===== config.mk =====
export PLATFORM = sky130hd
export DESIGN_NAME = sy_ppl_fp_freelist
export DESIGN_NICKNAME = d
export VERILOG_FILES = /design/src/rtl/sy_ppl_fp_freelist.sv
export SDC_FILE = /design/constraint.sdc
export NUM_CORES = 1
export LEC_CHECK = 0
export BUFFER_PORTS_ARGS = -buffer_cell sky130_fd_sc_hd__buf_2
export CAP_MARGIN = 20
export CORE_MARGIN = 5
export CORE_UTILIZATION = 63
export DETAILED_ROUTE_END_ITERATION = 8
export PLACE_DENSITY_LB_ADDON = 0.15
export SYNTH_ARGS = -nofsm -noshare
export SYNTH_HDL_FRONTEND = slang
export SYNTH_SLANG_ARGS = --single-unit

===== constraint.sdc =====
create_clock -name clk_i -period 5.2 [get_ports clk_i]
set_clock_uncertainty 0.15 [all_clocks]
set_input_delay 1.04 -clock clk_i [delete_from_list [all_inputs] [get_ports clk_i]]
set_output_delay 1.04 -clock clk_i [all_outputs]
set_load 0.005 [all_outputs]

===== src/rtl/sy_ppl_fp_freelist.sv =====
// Free list of FP physical register indices for the rename stage.
// A circular array holds free indices between head and tail; cmt_head is the restore point on flush.
module sy_ppl_fp_freelist #(
  parameter int PHY_REG_NUM = 64,
  parameter int REG_WTH     = $clog2(PHY_REG_NUM)
) (
  input  logic               clk_i,
  input  logic               rst_i,
  input  logic               flush_i,
  input  logic               alloc_en_i,
  output logic               alloc_vld_o,
  output logic [REG_WTH-1:0] alloc_phy_o,
  output logic [REG_WTH-1:0] free_cnt_o,
  input  logic               commit_en_i,
  input  logic [REG_WTH-1:0] commit_old_phy_i
);

  localparam int PTR_WTH = REG_WTH + 1;

  logic [REG_WTH-1:0] fl [PHY_REG_NUM];
  logic [PTR_WTH-1:0] head;
  logic [PTR_WTH-1:0] cmt_head;
  logic [PTR_WTH-1:0] tail;

  logic [PTR_WTH-1:0] free_cnt;
  logic               full;
  logic               do_alloc;
  logic               do_release;
  logic [PTR_WTH-1:0] cmt_head_nxt;

  // The wrap bit makes tail - head distinguish a full list from an empty one.
  assign free_cnt     = tail - head;
  assign full         = (free_cnt == PTR_WTH'(PHY_REG_NUM - 1));
  assign alloc_vld_o  = (free_cnt != '0);
  assign alloc_phy_o  = fl[head[REG_WTH-1:0]];
  assign free_cnt_o   = free_cnt[REG_WTH-1:0];

  assign do_alloc     = alloc_en_i && alloc_vld_o && !flush_i;
  assign do_release   = commit_en_i && (commit_old_phy_i != '0) && !full;
  assign cmt_head_nxt = cmt_head + PTR_WTH'(commit_en_i);

  always_ff @(posedge clk_i) begin
    if (rst_i) begin
      head     <= '0;
      cmt_head <= '0;
      tail     <= PTR_WTH'(PHY_REG_NUM - 1);
      // NOTE: the array is reset on purpose: its initial contents ARE the free list (indices 1..N-1).
      for (int i = 0; i < PHY_REG_NUM; i++) begin
        fl[i] <= (i == PHY_REG_NUM - 1) ? '0 : REG_WTH'(i + 1);
      end
    end else begin
      cmt_head <= cmt_head_nxt;
      // A flush rewinds to the committed point, counting a commit made in the same cycle.
      head     <= flush_i ? cmt_head_nxt : head + PTR_WTH'(do_alloc);
      if (do_release) begin
        fl[tail[REG_WTH-1:0]] <= commit_old_phy_i;
        tail                  <= tail + PTR_WTH'(1);
      end
    end
  end

  a_no_overflow : assert property (@(posedge clk_i) disable iff (rst_i)
    !(commit_en_i && (commit_old_phy_i != '0) && full));

  a_no_underflow : assert property (@(posedge clk_i) disable iff (rst_i)
    commit_en_i |-> (cmt_head != head));

endmodule


# Yosys cells after proc, flatten, opt, wreduce, memory -nomap -nowiden
# Memory sizes are Yosys's and may differ from the RTL's. A register that Yosys moved wholly into a read port is not among the register bits.
# Index checks and enable logic that the tools add are counted.
# Widths: inputs -> output; s select.
# classes
n_mux	10
n_reduce_logical	9
addsub	4
n_eq_ne	1
# ops
op	count
$mux 6	3
$add 7x1->7	2
$add 7x1->7 const B	1
$eq 7x6->1 const B	1
$mux 7	1
$reduce_bool 7->1	1
$sub 7x7->7	1
$mux 1	6
$reduce_bool 6->1	1
$reduce_or 6->1	1
$logic_and 1x1->1	4
$logic_not 1->1	2
# word_totals
word_cells	28
ramBits	384
register_bits	21
out_inout_bits	13
inputBits	11
mem_count	1
# memory_table
memory	depth	width	rd	rd_ports_with_merged_regs	write_ports	line_no	text
fl	64	6	1	1	64	20	logic [REG_WTH-1:0] fl [PHY_REG_NUM];

# Longest topological paths before layout
# logic_depth
word_depth	9
depth_mapped	17
depth_no_buf	16

# Worst setup path after synthesis
# No wires, ideal clock.
# synth_timing
kind	register to register
startpoint	reg head[1]
endpoint	reg head[6]
synth_period_minus_slack_ns	4.212
arrival_time_ns	3.945
setup_slack_ns	0.988
stages_incl_launch_ff	18
setup_ns	0.117
required_ns	4.933
n_path_buf	3
cell_sequence	dfxtp_1 > buf_2 > buf_1 > buf_2 > inv_1 > fa_1 > a21o_1 > a21oi_1 > xnor2_1 > or4_1 > or4_1 > and3b_1 > ha_1 > ha_1 > nand3_1 > nor3_1 > xor2_1 > o22a_1
# synth_between
elab_chain_len	6
# synth_lines
item	line_no	text
start, declared	21	logic [PTR_WTH-1:0] head;
start signal, assigned	54	head <= flush_i ? cmt_head_nxt : head + PTR_WTH'(do_alloc);
$sub 7x7->7	32	assign free_cnt = tail - head;
named net free_cnt_o[4]	13	output logic [REG_WTH-1:0] free_cnt_o,
$reduce_bool 7->1	34	assign alloc_vld_o = (free_cnt != '0);
named net alloc_vld_o	11	output logic alloc_vld_o,
$logic_and 1x1->1 (2 in series)	38	assign do_alloc = alloc_en_i && alloc_vld_o && !flush_i;
$add 7x1->7	54	
$mux 7	54	
# The timed path passes the listed nets, and every way through them passes these cells.
# A chain may end at the register's enable or synchronous reset.

# Worst setup path in the final report
# layout_timing
startpoint	reg tail[0]
endpoint	out alloc_vld_o
# layout_between
elab_chain_len	2
# layout_lines
item	line_no	text
start, declared	23	logic [PTR_WTH-1:0] tail;
start signal, assigned	46	tail <= PTR_WTH'(PHY_REG_NUM - 1);
start signal, assigned	57	tail <= tail + PTR_WTH'(1);
$sub 7x7->7	32	
$reduce_bool 7->1	34	
end, declared	11	
# Every way passes these cells.

==> impl_metrics.tcl <==
set metrics [dict create \
    status "complete, no violations" \
    maxCapViolations 0 \
    synthesis.nets 1450 \
    rows 64 \
    hold_viol_final 0 \
    grt_pass1_vias 13200 \
    synth_ff_type "edfxtp_1" \
    post_cts_resize_count 0 \
    insertion_delay_ns 0.54 \
    p_per_area_nw_per_um2 389 \
    postCtsHoldBufs 0 \
    finalMaxSlewViolations 0 \
    vdd_drop_max_mv 0.374 \
    die_w_microns 186 \
    ctsHtreeMaxLevel 2 \
    cp_max_fo 15 \
    synth_top_area_share_pct 59.3 \
    final_common_cell "edfxtp_1" \
    max_clock_freq_mhz 214 \
    yosysTopAreaCell "edfxtp_1" \
    synthCells 1427 \
    routabilityCongestion 0.965 \
    critPathKind "reg -> out" \
    port_buffers 23 \
    drive_above_1_share_pct 19.0 \
    slowest_delay_ns 0.60 \
    synth_top_family_by_area "simple AND/OR/NAND/NOR gates" \
    wire_per_inst_microns 31.6 \
    routed_wl_microns 57700 \
    cts-root-buf "clkbuf_16" \
    tightest_slew_ns 1.31 \
    grt_pass1_wl_microns 85800 \
    slew_headroom_pct 12.4 \
    synth_mux_area_share_pct 14.1 \
    synth.area.top_cells "edfxtp_1 (59%), mux4_2 (14%), nand3_1 (4.4%), nor3_1 (3.1%), nor2_1 (2.8%)" \
    synth_compound_area_share_pct 3.88 \
    pin_count 24 \
    setup_viol 0 \
    finalSetupTns_ns 0 \
    dieArea_sq_um 34500 \
    cp_slowest_cell "or4_1" \
    track_usage_pct 34.3 \
    clkTransAtPathRegs_ns 0.06 \
    cts_tree "yes" \
    avgSynthCellArea_sq_um 13.6 \
    start_util_pct 63.7 \
    ys_ff_latch 405 \
    period_needed_ns 4.68 \
    clockBufferDepth 3 \
    syn_area_sq_um 19400 \
    grt_start_max_net_pins 121 \
    synth_xor_area_share_pct 0.676 \
    synthAdderAreaFrac_pct 0.811 \
    syn_to_final_growth_pct 9.14 \
    cp_cell_sequence "inv_2, ha_1, inv_1, fa_1, a211oi_1, o21bai_1, a21oi_1, xnor2_1, or4_1, buf_2" \
    start_kind "register" \
    p_leak_nw 6.06 \
    cts_inserted_buffers 42 \
    overflow 0 \
    finalCritPeriodShare_pct 89.9 \
    core_region_area_sq_um 30500 \
    hpwl_microns 36700 \
    hold_path_class "reg -> reg" \
    final_cell_mix "edfxtp_1 (384), nand3_1 (172), nor2_1 (142), nor3_1 (121), mux4_2 (120)" \
    dp.cells 1746 \
    die_h_microns 186 \
    grt_antenna_before_repair 1 \
    synth_edf_count 384 \
    critPathBufInv 3 \
    grt_setup_unrepaired "false" \
    dr.pass1.iters 7 \
    synth-simple-area-share_pct 15.5 \
    finalNetCount 1417 \
    vias 13400 \
    ys_seq_area_share_pct 61.5 \
    worstPathRequired_ns 4.01 \
    final_antenna_net_count 0 \
    synth_cell_types 56 \
    fin_cells 1824 \
    arrival_ns 3.49 \
    vias_per_cell 7.32 \
    post_cts_buffers 0 \
    cp_top_family "adder cells" \
    drt_iter0_markers 2055 \
    end_kind "primary output" \
    drcViolationCount 0 \
    synthArstFlopShare_pct 0 \
    antenna_cells 0 \
    synth_warnings 0 \
    clock-sinks 405 \
]
## flip-flops by register name, indices dropped and copies added, names as in the netlist
name	cells
fl	384
cmt_head	7
head	7
tail	7
## stage by stage
stage / power [W] / instance area (sq um) / hold slack (ns) / util [%] / setup WS [ns]
after floorplan: 0.00465 / 19400 / 0.338 / - / 0.988
after global placement: 0.00509 / 19700 / 0.369 / 64.7 / 1.07
after detailed placement: 0.00510 / 19800 / 0.384 / 64.8 / 0.901
after CTS: 0.00821 / 21200 / 0.397 / 69.5 / 0.551
after global routing: 0.00847 / 21200 / 0.425 / 69.5 / 0.370
final: 0.00825 / 21200 / 0.387 / 69.5 / 0.524
## cells by family (layout without fill, tap and decap cells)
kind of cell / after synthesis / in the layout
adders and majority gates: 12 / 12
AOI/OAI and AO/OA: 100 / 100
buffers and inverters: 147 / 148
DFF: 405 / 405
muxes: 123 / 123
and+or+nand+nor: 625 / 625
xor gates and xnor gates: 15 / 15
## tightest hold or removal path, delay by kind of cell (launching register included)
family                    cells  cell delay [ns]
xor gates and xnor gates      1             0.06
and+or+nand+nor               1             0.11
DFF                           1             0.32
## synthesized netlist by cell type, types with 3 or more instances
cell	instances
a211oi_1	6
a21o_1	16
a21oi_1	6
a31oi_1	6
and2_1	6
and3_1	13
and3b_1	3
buf_1	12
buf_2	42
buf_6	9
clkbuf_1	70
dfxtp_1	21
edfxtp_1	384
ha_1	11
inv_1	7
inv_2	3
mux4_2	120
nand2_1	97
nand2b_1	12
nand3_1	172
nand3_2	3
nand3b_1	4
nand4_1	12
nor2_1	144
nor2b_1	9
nor3_1	121
nor3b_1	8
o21ai_0	4
o21bai_1	49
o22a_1	3
or2_2	4
or3_1	6
or4_1	3
xnor2_1	8
xor2_1	7
## final timing paths
| check | endpoint | slack [ns] | cells past startpoint | start |
|---|---|---|---|---|
| max | alloc_vld_o | 0.52 | 10 | tail[0] |
| min | cmt_head[6] | 0.39 | 2 | cmt_head[6] |
| max reg2reg | fl[44][3] | 0.78 | 11 | tail[0] |
| min reg2reg | cmt_head[6] | 0.39 | 2 | cmt_head[6] |
## power breakdown
part	leakage (nW)	total (W)	switching, W	internal, W
logic	1.88	0.00137	0.000978	0.000391
clock network	0.717	0.00317	0.00124	0.00192
registers	3.46	0.00371	0.0000581	0.00366
## metal layers
layer | GRT usage, % | share of wire (%) | vias to the layer above
li1 | - | - | 5417
met1 | 47.4 | 34 | 6521
met2 | 51.2 | 45 | 1174
met3 | 10.3 | 15 | 244
met4 | 16.0 | 6.2 | 2
met5 | 0 | 0.023 | -
## cell type report
cell class	count	area, sq um
inverter	10	37.5
fill	2033	9300
timing repair buffer	60	453
sequential	405	12000
clock inverter	24	292
tap	396	495
multi-input combinational	875	6810
clock buffer	54	1160
Note: power is estimated with default switching activity, not from simulation.
